<file path="config.mk">
export PLATFORM = sky130hd
export DESIGN_NAME = mem_stage_ctrl
export DESIGN_NICKNAME = d
export VERILOG_FILES = /design/src/rtl/mem_stage_ctrl.sv
export SDC_FILE = /design/constraint.sdc
export NUM_CORES = 1
export LEC_CHECK = 0
export CAP_MARGIN = 40
export CORE_MARGIN = 3
export CORE_UTILIZATION = 47
export DETAILED_ROUTE_END_ITERATION = 8
export HOLD_SLACK_MARGIN = 0.08
export PLACE_DENSITY = 0.86
export SLEW_MARGIN = 10
export SYNTH_ARGS = -nofsm -noshare
export SYNTH_HDL_FRONTEND = slang
export SYNTH_SLANG_ARGS = --single-unit
export TNS_END_PERCENT = 1
</file>
<file path="constraint.sdc">
create_clock -name clk -period 2.87 [get_ports clk]
set_input_delay 0.574 -clock clk [delete_from_list [all_inputs] [get_ports clk]]
set_output_delay 0.574 -clock clk [all_outputs]
set_load 0.05 [all_outputs]
</file>
<file path="src/rtl/mem_stage_ctrl.sv">
// mem_stage_ctrl: MEM-stage controller of the 16-bit pipelined CPU.
// Takes one EX/MEM instruction at a time. ALU-only instructions complete in
// one edge. Loads and stores run a req/ack access against data memory while
// the upstream pipeline is stalled. Produces a registered MEM/WB result bundle
// plus a one-cycle wb_valid strobe per instruction.
//
// Optional build macro: MEM_TIMEOUT_EN
//   When defined, an access that has no d_ack for TIMEOUT_CYCLES edges is
//   squashed: wb_valid pulses with RegWrite_out/is_wwd_out low, and mem_err
//   is set and stays set until reset. Without it ACCESS waits indefinitely
//   and mem_err is tied low.
//
// Ports:
//   clk, reset_n         clock (rising edge), async active-low reset
//   ex_*                 EX/MEM pipeline register fields (held while mem_stall)
//   mem_stall            high for the whole ACCESS state (combinational)
//   d_req/d_we/d_addr/d_wdata, d_rdata/d_ack   data-memory handshake
//   wb_valid + *_out     registered MEM/WB result bundle
//   mem_err              sticky access-timeout flag
module mem_stage_ctrl #(
    parameter int unsigned WORD_SIZE = 16
`ifdef MEM_TIMEOUT_EN
    ,
    parameter int unsigned TIMEOUT_CYCLES = 15
`endif
) (
    input  logic                 clk,
    input  logic                 reset_n,
    input  logic                 ex_valid,
    input  logic                 ex_mem_read,
    input  logic                 ex_mem_write,
    input  logic [WORD_SIZE-1:0] ex_alu_result,
    input  logic [WORD_SIZE-1:0] ex_store_data,
    input  logic [1:0]           ex_rd,
    input  logic                 ex_memtoreg,
    input  logic                 ex_regwrite,
    input  logic                 ex_is_wwd,
    output logic                 mem_stall,
    output logic                 d_req,
    output logic                 d_we,
    output logic [WORD_SIZE-1:0] d_addr,
    output logic [WORD_SIZE-1:0] d_wdata,
    input  logic [WORD_SIZE-1:0] d_rdata,
    input  logic                 d_ack,
    output logic                 wb_valid,
    output logic [WORD_SIZE-1:0] MemData_out,
    output logic [WORD_SIZE-1:0] ALU_Result_out,
    output logic [1:0]           rd_out,
    output logic                 MemtoReg_out,
    output logic                 RegWrite_out,
    output logic                 is_wwd_out,
    output logic                 mem_err
);

    localparam logic [0:0] ST_IDLE   = 1'b0;
    localparam logic [0:0] ST_ACCESS = 1'b1;

    logic [0:0] state, state_d;

    // Fields of the instruction in flight, captured when the access starts
    logic       lat_read, lat_read_d;
    logic [1:0] lat_rd, lat_rd_d;
    logic       lat_memtoreg, lat_memtoreg_d;
    logic       lat_regwrite, lat_regwrite_d;
    logic       lat_is_wwd, lat_is_wwd_d;

    // Next values of the registered outputs
    logic                 d_req_d, d_we_d, wb_valid_d;
    logic [WORD_SIZE-1:0] d_addr_d, d_wdata_d, mem_data_d, alu_result_d;
    logic [1:0]           rd_d;
    logic                 memtoreg_d, regwrite_d, is_wwd_d;

    logic timeout_c;

`ifdef MEM_TIMEOUT_EN
    localparam int unsigned CNT_W = 4;

    logic [CNT_W-1:0] wait_cnt;

    // Wait counter: zero on entry to ACCESS, counts edges without d_ack
    always_ff @(posedge clk or negedge reset_n) begin
        if (!reset_n) begin
            wait_cnt <= '0;
        end else if (state == ST_IDLE) begin
            wait_cnt <= '0;
        end else begin
            wait_cnt <= wait_cnt + CNT_W'(1);
        end
    end

    // A d_ack on the timeout edge takes priority over the timeout
    assign timeout_c = (state == ST_ACCESS) && !d_ack &&
                       (wait_cnt == CNT_W'(TIMEOUT_CYCLES - 1));

    // Sticky error flag, cleared only by reset
    always_ff @(posedge clk or negedge reset_n) begin
        if (!reset_n) begin
            mem_err <= 1'b0;
        end else if (timeout_c) begin
            mem_err <= 1'b1;
        end
    end
`else
    assign timeout_c = 1'b0;
    assign mem_err   = 1'b0;
`endif

    // Upstream holds EX/MEM for as long as an access is outstanding
    assign mem_stall = (state == ST_ACCESS);

    // State register and registered outputs
    always_ff @(posedge clk or negedge reset_n) begin
        if (!reset_n) begin
            state          <= ST_IDLE;
            d_req          <= 1'b0;
            d_we           <= 1'b0;
            d_addr         <= '0;
            d_wdata        <= '0;
            wb_valid       <= 1'b0;
            MemData_out    <= '0;
            ALU_Result_out <= '0;
            rd_out         <= '0;
            MemtoReg_out   <= 1'b0;
            RegWrite_out   <= 1'b0;
            is_wwd_out     <= 1'b0;
            lat_read       <= 1'b0;
            lat_rd         <= '0;
            lat_memtoreg   <= 1'b0;
            lat_regwrite   <= 1'b0;
            lat_is_wwd     <= 1'b0;
        end else begin
            state          <= state_d;
            d_req          <= d_req_d;
            d_we           <= d_we_d;
            d_addr         <= d_addr_d;
            d_wdata        <= d_wdata_d;
            wb_valid       <= wb_valid_d;
            MemData_out    <= mem_data_d;
            ALU_Result_out <= alu_result_d;
            rd_out         <= rd_d;
            MemtoReg_out   <= memtoreg_d;
            RegWrite_out   <= regwrite_d;
            is_wwd_out     <= is_wwd_d;
            lat_read       <= lat_read_d;
            lat_rd         <= lat_rd_d;
            lat_memtoreg   <= lat_memtoreg_d;
            lat_regwrite   <= lat_regwrite_d;
            lat_is_wwd     <= lat_is_wwd_d;
        end
    end

    // Next-state and next-output logic
    always_comb begin
        // Defaults: hold data, no result strobe, write enables low (bubble)
        state_d        = state;
        d_req_d        = d_req;
        d_we_d         = d_we;
        d_addr_d       = d_addr;
        d_wdata_d      = d_wdata;
        wb_valid_d     = 1'b0;
        mem_data_d     = MemData_out;
        alu_result_d   = ALU_Result_out;
        rd_d           = rd_out;
        memtoreg_d     = MemtoReg_out;
        regwrite_d     = 1'b0;
        is_wwd_d       = 1'b0;
        lat_read_d     = lat_read;
        lat_rd_d       = lat_rd;
        lat_memtoreg_d = lat_memtoreg;
        lat_regwrite_d = lat_regwrite;
        lat_is_wwd_d   = lat_is_wwd;

        case (state)
            ST_IDLE: begin
                if (ex_valid) begin
                    if (ex_mem_read || ex_mem_write) begin
                        // Start an access; read+write together is a write
                        state_d        = ST_ACCESS;
                        d_req_d        = 1'b1;
                        d_we_d         = ex_mem_write;
                        d_addr_d       = ex_alu_result;
                        d_wdata_d      = ex_store_data;
                        lat_read_d     = ex_mem_read && !ex_mem_write;
                        lat_rd_d       = ex_rd;
                        lat_memtoreg_d = ex_memtoreg;
                        lat_regwrite_d = ex_regwrite;
                        lat_is_wwd_d   = ex_is_wwd;
                    end else begin
                        wb_valid_d   = 1'b1;
                        alu_result_d = ex_alu_result;
                        rd_d         = ex_rd;
                        memtoreg_d   = ex_memtoreg;
                        regwrite_d   = ex_regwrite;
                        is_wwd_d     = ex_is_wwd;
                    end
                end
            end
            ST_ACCESS: begin
                if (d_ack) begin
                    state_d      = ST_IDLE;
                    d_req_d      = 1'b0;
                    wb_valid_d   = 1'b1;
                    mem_data_d   = lat_read ? d_rdata : '0;
                    alu_result_d = d_addr;
                    rd_d         = lat_rd;
                    memtoreg_d   = lat_memtoreg;
                    regwrite_d   = lat_regwrite;
                    is_wwd_d     = lat_is_wwd;
                end else if (timeout_c) begin
                    // Squash: result slot is consumed but writes nothing
                    state_d      = ST_IDLE;
                    d_req_d      = 1'b0;
                    wb_valid_d   = 1'b1;
                    mem_data_d   = '0;
                    alu_result_d = d_addr;
                    rd_d         = lat_rd;
                    memtoreg_d   = lat_memtoreg;
                end
            end
            default: begin
                state_d = ST_IDLE;
                d_req_d = 1'b0;
            end
        endcase
    end

endmodule

</file>
==> reports/metrics.cfg, run 1 <==
[outcome]
status=complete, no violations

[logic_synthesis]
synth_area_leaders=dfrtp_1, mux2_1, mux2_4
synth.most_common_cell=dfrtp_1
syn_area_per_cell_um2=14.3
postSynthCellCount=233
yosys_warnings=0
yosys_register_bits=79
synth_common_cells=dfrtp_1, mux2_1, nand2_1
synth_top_cell_by_area=dfrtp_1
synth_edf_count=0
yosysTopAreaCellShare_pct=59.4
synthFlopType=dfrtp_1
netlist_area_um2=3330
ys_types=20
synthArstFlopShare_pct=100
syn_nets=292
yosysSeqAreaShare_pct=59.4

[global_route]
grt_max_degree=67
antenna_found_initial=0
grt_pass1_vias=2393
met1_usage_pct=24.7
grt_util_met3_pct=5.36
grt.busiest_layer=met2
grt_pass1_wl_um=12200
track_usage_pct=18.9
overflow=0
grt_use_met2_pct=30.0

[setup_path]
endpoint_kind=primary output
critPathMaxFanout=2
r2r-start=mem_stall
crit_family=buffers and inverters
cp.buffers_inverters=1
path_cells=clkdlybuf4s50_1
path_class=reg2out
ff2ff_path_depth=4
rr_endpoint=rd_out[1]
worstPathArrival_ns=1.53
r2r_slack_ns=1.07
cp_slowest_cell=clkdlybuf4s50_1
cp.required_ns=2.30
start_kind=flop
crit_path_max_incr_delay_ns=0.83

[sta]
finalCritPeriodShare_pct=73.5
worst_slack_ns=0.761
setup_tns_ns=0
tightestPinTransition_ns=0.526
grt_setup_unrepaired=false
fin_crit_ns=2.11
setup_violations=0
fin_skew_ns=0.00773
slew_headroom_pct=64.8
finalHoldViolCount=0
max_freq_mhz=474
finalMaxSlewViolations=0

[layout]
register_area_um2=1980
syn_to_final_growth_pct=49.6
fillCellCount=458
diodes=0
fin_nets=427
multi_input_area_um2=1240
fin_cells=468
drive_gt1_share_pct=18.3

[placed_design]
port-buffer-count=131
dp_cells=452
post-place-ws_ns=0.556
place.gp.congestion=0.754
dp_hpwl_um=5270

[detailed_routing]
drt_first_iter_violations=42
wl_um=7270
postRouteAntennaNets=0
vias=2294
drt-wirelength-per-cell_um=15.5
dr.pass1.iters=4
vias_per_cell=4.90
drc=0

[cts]
clock_latency_ns=0.34
cts_buffer_depth=2
cts.clk_slew.worst_paths_ns=0.07
cts-resized-gates=0
cts_tree=yes
cts_buffers=9
h-tree-depth=3
cts_sinks=79
clock-root-buffer=clkbuf_8

[pwr]
ir_drop_v=0.000596
p_leak_nw=2.15
powerDensity_nw_per_um2=961

[floorplanning]
die-area_um2=8120
rows=30
die_h_um=90.1
die_x_um=90.1
coreArea_um2=6830
start_util_pct=48.7
top_level_ports=133

[worst_hold_path]
hold_start=lat_rd[1]
hold_depth=1
holdPathEnd=lat_rd[1]
hp-class=reg2reg

[run]
cap_viol_max_count=0

cell families (layout without fill, tap and decap cells):
logic type | Yosys count | count (layout) | share of synthesized area (%)
buffers and inverters | 17 | 156 | 3.46
DFF | 79 | 79 | 59.4
and+or+nand+nor | 36 | 36 | 4.96
other | 1 | 1 | 0.113
muxes | 75 | 75 | 27.5
AOI/OAI and AO/OA | 25 | 25 | 4.51
sequential cells by signal, indices dropped and copies added (netlist names), 2 cells and up:
| signal | cells |
|---|---|
| ALU_Result_out | 16 |
| MemData_out | 16 |
| d_addr | 16 |
| d_wdata | 16 |
| lat_rd | 2 |
| rd_out | 2 |
through the flow:
stage          total power, W  hold slack [ns]  utilization, %  instance area, um^2
5_1_grt               0.00499            0.510            72.9                 4980
2_1_floorplan         0.00310            0.278               -                 3330
3_3_place_gp          0.00386            0.460            68.7                 4690
6_report              0.00478            0.484            72.9                 4980
4_1_cts               0.00483            0.489            72.9                 4980
3_5_place_dp          0.00392            0.447            69.5                 4750
worst max path at each step:
| stage | start | endpoint | cells past startpoint |
|---|---|---|---|
| final | rd_out[1] | rd_out[1] | 1 |
| after global routing | ALU_Result_out[14] | ALU_Result_out[14] | 1 |
| after CTS | rd_out[1] | rd_out[1] | 1 |
| after detailed placement | ex_mem_read | rd_out[1] | 5 |
| after global placement | ex_mem_write | MemtoReg_out | 4 |
| after floorplan | mem_stall | d_addr[10] | 6 |
worst reg2reg max path, delay by kind of cell, from the launching register on:
| kind | cells | cell delay (ns) |
|---|---|---|
| DFF | 1 | 0.47 |
| buffers and inverters | 2 | 0.46 |
| muxes | 1 | 0.31 |
| AOI/OAI and AO/OA | 1 | 0.44 |
power breakdown:
part | leakage (nW) | switching (W) | total, W | internal (W)
Clock | 0.101 | 0.000397 | 0.000905 | 0.000508
Combinational | 1.10 | 0.00139 | 0.00227 | 0.000877
Sequential | 0.954 | 0.000192 | 0.00161 | 0.00142
Total | 2.15 | 0.00198 | 0.00478 | 0.00281
final cells by class:
cell class                 count  area share [%]
tap                           96            2.41
timing repair buffer         139            28.3
clock buffer                  10            2.77
clock inverter                 5            1.66
inverter                       2           0.151
sequential                    79            39.7
multi-input combinational    137            25.0
metal layers:
metal	wire [um]	part of all wire, %
met5	0	0
met4	128	1.8
met3	504	6.9
met2	3470	48
met1	3160	44
repair_timing:
action	in CTS	in global routing
setup buffers	0	0
hold buffers	1	0
endpoints found under the hold margin	13	0
cell usage in the layout (no fill, tap or decap):
master           count
a21oi_4              1
o21a_2               1
a21o_1               2
clkbuf_8            10
nand2_1             34
o21ai_0             16
clkinvlp_4           3
inv_1                2
mux2_2              21
a32o_1               2
nor4b_4              1
dlygate4sd3_1        1
a22o_1               1
clkdlybuf4s50_1    129
conb_1               1
mux2_4              19
buf_4                7
buf_16               2
mux2_1              35
bufinv_16            2
nor2b_4              1
a21oi_1              2
dfrtp_1             79
(Power assumes the default switching activity.)
==> run 2, diff against run 1 <==
--- a/config.mk
+++ b/config.mk
@@ -7,10 +7,10 @@
 export LEC_CHECK = 0
 export CAP_MARGIN = 40
 export CORE_MARGIN = 3
-export CORE_UTILIZATION = 47
+export CORE_UTILIZATION = 43
 export DETAILED_ROUTE_END_ITERATION = 8
 export HOLD_SLACK_MARGIN = 0.08
-export PLACE_DENSITY = 0.86
+export PLACE_DENSITY = 0.8
 export SLEW_MARGIN = 10
 export SYNTH_ARGS = -nofsm -noshare
 export SYNTH_HDL_FRONTEND = slang
==> constraint.sdc (replaced) <==
create_clock -name clk -period 1.95 [get_ports clk]
set_input_delay 0.39 -clock clk [delete_from_list [all_inputs] [get_ports clk]]
set_output_delay 0.39 -clock clk [all_outputs]
set_load 0.05 [all_outputs]
==> reports/metrics.cfg, run 2 (synthesis gave the netlist of run 1 again) <==
[setup_path]
cp.required_ns=1.56  ; -0.74 ns
path_class=reg2out
crit_path_max_incr_delay_ns=0.82  ; about the same
critPathMaxFanout=2  ; unchanged
start_kind=flop
cp_slowest_cell=clkdlybuf4s50_1
worstPathArrival_ns=1.53  ; about the same
cp.buffers_inverters=1  ; unchanged
r2r-start=mem_stall
endpoint_kind=primary output
ff2ff_path_depth=5  ; +1
crit_family=buffers and inverters
path_cells=clkdlybuf4s50_1
rr_endpoint=d_addr[3]
r2r_slack_ns=0.23  ; -0.84 ns

[cts]
clock_latency_ns=0.34  ; about the same
h-tree-depth=3  ; unchanged
clock-root-buffer=clkbuf_8
cts_sinks=79  ; unchanged
cts_buffer_depth=2  ; unchanged
cts_tree=yes
cts_buffers=9  ; unchanged
cts.clk_slew.worst_paths_ns=0.09  ; +0.02 ns

[sta]
holdWs_ns=0.483  ; -0.000905 ns
slew_headroom_pct=64.2  ; -0.66 points
fin_crit_ns=1.92
finalHoldViolCount=0  ; unchanged
tightestPinTransition_ns=0.537  ; +0.0115 ns
finalCritPeriodShare_pct=98.2
max_freq_mhz=522
worst_slack_ns=0.0350  ; -0.726 ns
setup_violations=0  ; unchanged
fin_skew_ns=0.0127  ; +0.00501 ns
setup_tns_ns=0  ; unchanged
finalMaxSlewViolations=0  ; unchanged

[global_route]
grt.busiest_layer=met2
grt_max_degree=39  ; -42%
grt_pass1_wl_um=12100  ; -0.90%
grt_use_met2_pct=28.8  ; -1.2 points
grt_util_met3_pct=4.41  ; -0.95 points
track_usage_pct=17.5  ; -1.5 points
antenna_found_initial=0  ; unchanged
overflow=0  ; unchanged
met1_usage_pct=22.7  ; -2.0 points
grt_pass1_vias=2454  ; +2.5%

[placed_design]
post-place-ws_ns=-0.155  ; -0.711 ns
port-buffer-count=131  ; unchanged
place.gp.congestion=0.686  ; -9.0%
dp_hpwl_um=5410  ; +2.7%

[layout]
syn_to_final_growth_pct=53.0
multi_input_area_um2=1240  ; unchanged
fin_nets=434  ; +1.6%
drive_gt1_share_pct=20.8  ; +2.5 points
final_common_cell=clkdlybuf4s50_1
diodes=0  ; unchanged
fillCellCount=547  ; +19%
register_area_um2=1980  ; unchanged
layout_common_cells=clkdlybuf4s50_1, dfrtp_1, mux2_1

[floorplanning]
rows=31  ; +3.3%
start_util_pct=45.1  ; -3.6 points
die_x_um=94.0  ; +4.2%
die-area_um2=8830  ; +8.7%
die_h_um=94.0  ; +4.2%
top_level_ports=133  ; unchanged
coreArea_um2=7370  ; +7.9%

[pwr]
power_w=0.00686  ; +43%
ir_drop_v=0.000757  ; +27%
p_leak_nw=2.44  ; +13%
powerDensity_nw_per_um2=1350  ; +40%

[run]
cap_viol_max_count=0  ; unchanged

[detailed_routing]
drt-wirelength-per-cell_um=15.6  ; +0.45%
dr.pass1.iters=4  ; unchanged
drc=0  ; unchanged
wl_um=7470  ; +2.8%
drt_first_iter_violations=64  ; +52%
vias_per_cell=4.80  ; -2.0%
vias=2300  ; +0.26%
postRouteAntennaNets=0  ; unchanged

[worst_hold_path]
holdPathEnd=d_req
hold_start=d_req
hp-class=reg2reg
hold_depth=1  ; unchanged

[outcome]
status=complete, no violations

-- run 2: layout make-up --
class | instances | share of cell area (%)
clock buffers | 12 | 3.24
well taps | 99 | 2.43
inverters | 2 | 0.147
multi-input cells | 137 | 24.4
clock inverters | 4 | 0.565
flip-flops and latches | 79 | 38.8
repair buffers | 146 | 30.3
-- run 2: how the worst max path moves through the flow --
stage | end | startpoint | cells after the start
detailed placement | ALU_Result_out[6] | ex_mem_write | 5
finish | ALU_Result_out[15] | ALU_Result_out[15] | 1
CTS | ALU_Result_out[0] | ALU_Result_out[0] | 1
global route | d_addr[14] | d_addr[14] | 1
global placement | ALU_Result_out[4] | ex_mem_read | 4
floorplan | d_addr[10] | mem_stall | 6
-- run 2: per-stage QoR --
stage | instance area [um^2] | utilization, % | cells
after floorplan | 3330 | - | 233
after global placement | 4800 | 65.1 | 461
after detailed placement | 4830 | 65.5 | 462
after CTS | 5030 | 68.2 | 479
final | 5090 | 69.1 | 479
after global routing | 5090 | 69.1 | 479
-- run 2: where the power goes --
group / switching (W) / internal, W
Combinational: 0.00205 / 0.00129
Clock: 0.000590 / 0.000567
Sequential: 0.000287 / 0.00209
-- run 2: worst reg2reg max path, delay by kind of cell (launching register included) --
kind / cells / cell delay, ns
flip-flops: 1 / 0.47
buffers and inverters: 2 / 0.44
multiplexers: 1 / 0.37
AO/OA/AOI/OAI: 1 / 0.19
AND/OR/NAND/NOR: 1 / 0.14
-- run 2: layer usage --
metal | wire (um) | share of wire (%) | vias up
li1 | - | - | 1080
met1 | 3270 | 44 | 1125
met2 | 3570 | 48 | 86
met3 | 546 | 7.3 | 9
met4 | 79 | 1.1 | 0
met5 | 0 | 0 | -
-- run 2: repair_timing --
| action | 4_1_cts | 5_1_grt |
|---|---|---|
| buffers inserted | 0 | 0 |
| resized for setup | 2 | 25 |
| hold endpoints to repair | 36 | 0 |
| setup endpoints to repair | 2 | 25 |
| hold buffers | 1 | 0 |
| pin swaps | 0 | 0 |
==> run 3, diff against run 2 <==
--- a/config.mk
+++ b/config.mk
@@ -7,10 +7,11 @@
 export LEC_CHECK = 0
 export CAP_MARGIN = 40
 export CORE_MARGIN = 3
-export CORE_UTILIZATION = 43
+export CORE_UTILIZATION = 40
+export CTS_CLUSTER_DIAMETER = 80
 export DETAILED_ROUTE_END_ITERATION = 8
 export HOLD_SLACK_MARGIN = 0.08
-export PLACE_DENSITY = 0.8
+export PLACE_DENSITY = 0.75
 export SLEW_MARGIN = 10
 export SYNTH_ARGS = -nofsm -noshare
 export SYNTH_HDL_FRONTEND = slang
==> reports/metrics.cfg, run 3 (synthesis gave the netlist of run 1 again) <==
[placed_design]
place.gp.congestion=0.796  ; +16%
post-place-ws_ns=-0.0133  ; +0.141 ns
dp_hpwl_um=5280  ; -2.3%
port-buffer-count=131  ; unchanged
dp_cells=462  ; unchanged

[floorplanning]
start_util_pct=42.2  ; -3.0 points
coreArea_um2=7890  ; +7.0%
die_x_um=97.2  ; +3.4%
die-area_um2=9450  ; +7.0%
rows=32  ; +3.2%
top_level_ports=133  ; unchanged
die_h_um=97.2  ; +3.4%

[sta]
fin_skew_ns=0.00823  ; -0.00451 ns
grt_setup_unrepaired=false
finalMaxSlewViolations=0  ; unchanged
finalHoldViolCount=0  ; unchanged
setup_violations=0  ; unchanged
max_freq_mhz=527  ; +0.86%
finalCritPeriodShare_pct=97.4  ; -0.84 points
worst_slack_ns=0.0514  ; +0.0164 ns
slew_headroom_pct=64.2  ; about the same
setup_tns_ns=0  ; unchanged
tightestPinTransition_ns=0.537  ; -0.0000474 ns
fin_crit_ns=1.90  ; -0.0164 ns

[setup_path]
endpoint_kind=primary output
r2r-start=mem_stall
crit_start=d_addr[1]
path_class=reg2out
cp.required_ns=1.56  ; about the same
crit_path_max_incr_delay_ns=0.81  ; about the same
path_cells=clkdlybuf4s50_1
start_kind=flop
crit_family=buffers and inverters
cp.buffers_inverters=1  ; unchanged
critPathMaxFanout=3  ; +1
cp_slowest_cell=clkdlybuf4s50_1
worstPathArrival_ns=1.51  ; -0.02 ns

[detailed_routing]
drt-wirelength-per-cell_um=15.3  ; -1.7%
vias=2265  ; -1.5%
vias_per_cell=4.73  ; -1.5%
postRouteAntennaNets=0  ; unchanged
dr.pass1.iters=5  ; +1
drt_first_iter_violations=48  ; -25%
drc=0  ; unchanged
wl_um=7340  ; -1.7%

[cts]
cts_buffers=9  ; unchanged
post_cts_buffers=0  ; unchanged
cts_buffer_depth=2  ; unchanged
clock-root-buffer=clkbuf_8
cts_tree=yes
cts.clk_slew.worst_paths_ns=0.07  ; -0.02 ns
clock_latency_ns=0.33  ; about the same
h-tree-depth=3  ; unchanged
cts_sinks=79  ; unchanged

[worst_hold_path]
hold_start=MemData_out[9]
hp-class=reg2reg

[pwr]
ir_drop_v=0.000658  ; -13%
power_w=0.00686  ; about the same
p_leak_nw=2.41  ; -1.1%
powerDensity_nw_per_um2=1350  ; about the same

[layout]
fin_util_pct=64.5  ; -4.6 points
syn_to_final_growth_pct=52.9  ; about the same
final_common_cell=clkdlybuf4s50_1
layout_common_cells=clkdlybuf4s50_1, dfrtp_1, mux2_1
diodes=0  ; unchanged
fin_cells=479  ; unchanged
drive_gt1_share_pct=20.2  ; -0.63 points
fin_nets=431  ; -0.69%

[run]
cap_viol_max_count=0  ; unchanged

[global_route]
grt_pass1_wl_um=12400  ; +2.8%
grt_pass1_vias=2500  ; +1.9%
track_usage_pct=16.2  ; -1.3 points
overflow=0  ; unchanged
antenna_found_initial=0  ; unchanged
grt_max_degree=38  ; -2.6%

[outcome]
status=complete, no violations

run 3: cell type report:
class / count / area, um^2
clock buffers: 10 / 128
clock inverters: 6 / 61.3
fillers: 631 / 2800
inverters: 2 / 7.51
multi-input cells: 137 / 1240
flip-flops and latches: 79 / 1980
well taps: 102 / 128
repair buffers: 143 / 1540
run 3: routing by layer:
metal,GRT usage (%),wire [um],vias up
met5,0,0,-
met2,26.4,3550,86
met1,21.1,3220,1090
li1,-,-,1082
met4,5.18,49,0
met3,4.24,517,7
run 3: final timing paths:
path                       cells past startpoint                 to  slack [ns]
hold / removal                                 2     MemData_out[9]        0.48
setup / recovery                               1          d_addr[1]        0.05
setup reg to reg                               4  ALU_Result_out[6]        0.37
hold reg to reg                                2     MemData_out[9]        0.48
min in group asynchronous                      2     MemData_out[7]        0.49
max in group asynchronous                      3          d_addr[8]        0.89
run 3: what timing repair did:
action	in CTS	in global routing
setup endpoints to repair	1	22
gates resized for setup	1	22
hold endpoints to repair	23	0
hold buffers	1	0
run 3: per-stage QoR:
step / hold slack (ns) / cell area [um^2]
2_1_floorplan: 0.0944 / 3330
3_3_place_gp: 0.314 / 4830
3_5_place_dp: 0.311 / 4830
4_1_cts: 0.479 / 5030
5_1_grt: 0.495 / 5090
6_report: 0.481 / 5090
run 3: power breakdown:
group / total (W) / internal [W] / leakage (nW) / switching [W]
combinational: 0.00335 / 0.00130 / 1.36 / 0.00205
clock: 0.00115 / 0.000587 / 0.0960 / 0.000558
sequential: 0.00237 / 0.00209 / 0.954 / 0.000277
total: 0.00686 / 0.00398 / 2.41 / 0.00289
==> edit, RTL diff (settings of run 2) <==
Change the parameter `WORD_SIZE` from 16 to 32.
--- a/src/rtl/mem_stage_ctrl.sv
+++ b/src/rtl/mem_stage_ctrl.sv
@@ -18,7 +18,7 @@
 //   wb_valid + *_out     registered MEM/WB result bundle
 //   mem_err              sticky access-timeout flag
 module mem_stage_ctrl #(
-    parameter int unsigned WORD_SIZE = 16
+    parameter int unsigned WORD_SIZE = 32
 `ifdef MEM_TIMEOUT_EN
     ,
     parameter int unsigned TIMEOUT_CYCLES = 15
Ports: changed (7 resized); port bits go from 133 to 245. No check against the original RTL was run, so the function may have changed too.
==> edit against run 2 <==
  * Maximum frequency up 5.9%
  * Worst hold slack worse by 0.025 ns
  * Area after synthesis increased by 75%
  * Sequential power grew 80%
  * Clock skew down 0.0079 ns
  * Total power up 87%
  * Wire length grew 110%
  * Design area is 75% higher
  * Sequential cell count up 64
  * Worst setup slack better by 0.11 ns
  * Die area grew 70%
  * Clock power grew 150%
  * Critical path type is now register to register
==> edit: results (changes against run 2) <==
nets: 787 (+81%)
synth cell count leaders: dfrtp_1 (143), mux2_2 (110), nand2_1 (66)
GR Util All Layers: 0.210 (+0.0355)
CP peak stage delay: 0.44 ns (-0.38 ns)
Compound-Gate Fraction of Synth Area: 0.0101 (-0.0350)
status: finished clean
Clk pwr share: 0.225 (+0.056)
cts bufs inserted: 17 (+8)
met1 Resource Use GR: 0.237 (+0.0106)
H-tree levels: 4 (+1)
Clock transition at path regs: 0.06 ns (-0.03 ns)
Seq pwr share: 0.333 (-0.013)
initial DRC count: 212 (+230%)
Worst Skew: 0.00482 ns (-0.00792 ns)
Fillers: 975 (+78%)
ranking of synthesized cells by area: dfrtp_1 (61%), mux2_2 (21%), mux2_1 (5.6%)
fraction of layout instances using a drive strength above 1: 0.280 (+0.0720)
post-detail-place hpwl: 11.5 mm (+110%)
Hold Crit Start: MemData_out[5]
Resize count post-CTS: 108 (+106)
Crit-path slowest cell: dfrtp_2
metal3 WL: 1.29 mm (+140%)
number of global-route vias before repair: 4678 (+91%)
flop-to-flop setup slack: 0.14 ns (-0.09 ns)
hold path depth: 2 (+1)
highest metal used: met4
insertion delay to the later sink of the worst-skew pair: 0.40 ns (+0.06 ns)
Hold Path Sink: MemData_out[5]
met2 GRT Util: 0.369 (+0.0810)
CP Max Fanout: 23 (+21)
VDD IR max: 0.776 mV (+2.5%)
Power Dens Cells: 1440 mW/mm^2 (+6.9%)
WL/cell: 17.7 um (+14%)
first-pass GRT wire length: 24.3 mm (+100%)
Vias: 4290 (+87%)
M3 GR Usage: 0.0719 (+0.0278)
mux cell area share after synthesis: 0.269 (-0.00649)
worst hold margin: 0.458 ns (-0.0247 ns)
M1 WL: 5.79 mm (+77%)
CP delay by family, top: flip-flops
routability cong.: 0.746 (+8.7%)
RR Endpoint: d_wdata[19]
edit: cell types whose count changed in the layout (fill, tap and decap cells not counted), moves of 24 or more:
cell	before	now
buf_4	14	43
dfrtp_1	79	142
dlymetal6s2s_1	25	1
mux2_2	21	110
nand2_1	34	66
nand3_1	0	32
dlygate4sd2_1	2	108
edit: layout make-up:
type	count	share of cell area
Sequential cell	143	0.401
Clock buffer	25	0.0555
Clock inverter	7	0.00393
Inverter	2	0.000842
Tap cell	172	0.0241
Timing Repair Buffer	266	0.280
Multi-Input combinational cell	250	0.235
edit: kinds of logic (layout without fill, tap and decap cells):
family | after synthesis | in the layout
flops | 143 | 143
mux | 139 | 139
simple gates | 102 | 102
buf+inv | 29 | 300
compound gates | 8 | 8
other cells | 1 | 1
edit: how the worst max path moves through the flow:
stage          slack (ns)            from  cells after the start                 end
5_1_grt              0.07       mem_stall                      5         d_wdata[19]
3_5_place_dp        -0.24           d_ack                      5  ALU_Result_out[31]
2_1_floorplan       0.009       mem_stall                      4  ALU_Result_out[10]
6_report             0.14       mem_stall                      5         d_wdata[19]
3_3_place_gp        -0.47    ex_mem_write                      4   ALU_Result_out[1]
4_1_cts             0.003  MemData_out[6]                      1      MemData_out[6]
edit: per-stage QoR:
stage / cells / util / setup slack [ns]
floorplan: 422 / - / 0.00949
global placement: 831 / 0.657 / -0.470
detailed placement: 832 / 0.658 / -0.239
CTS: 865 / 0.690 / 0.00308
global route: 865 / 0.690 / 0.0725
finish: 865 / 0.690 / 0.141
edit: worst reg2reg max path: cells and delay by family, from the launching register on:
kind                   cells  cell delay, ns
buffers and inverters      2            0.43
AND/OR/NAND/NOR            1            0.20
multiplexers               1            0.37
AO/OA/AOI/OAI              1            0.26
flip-flops                 1            0.44
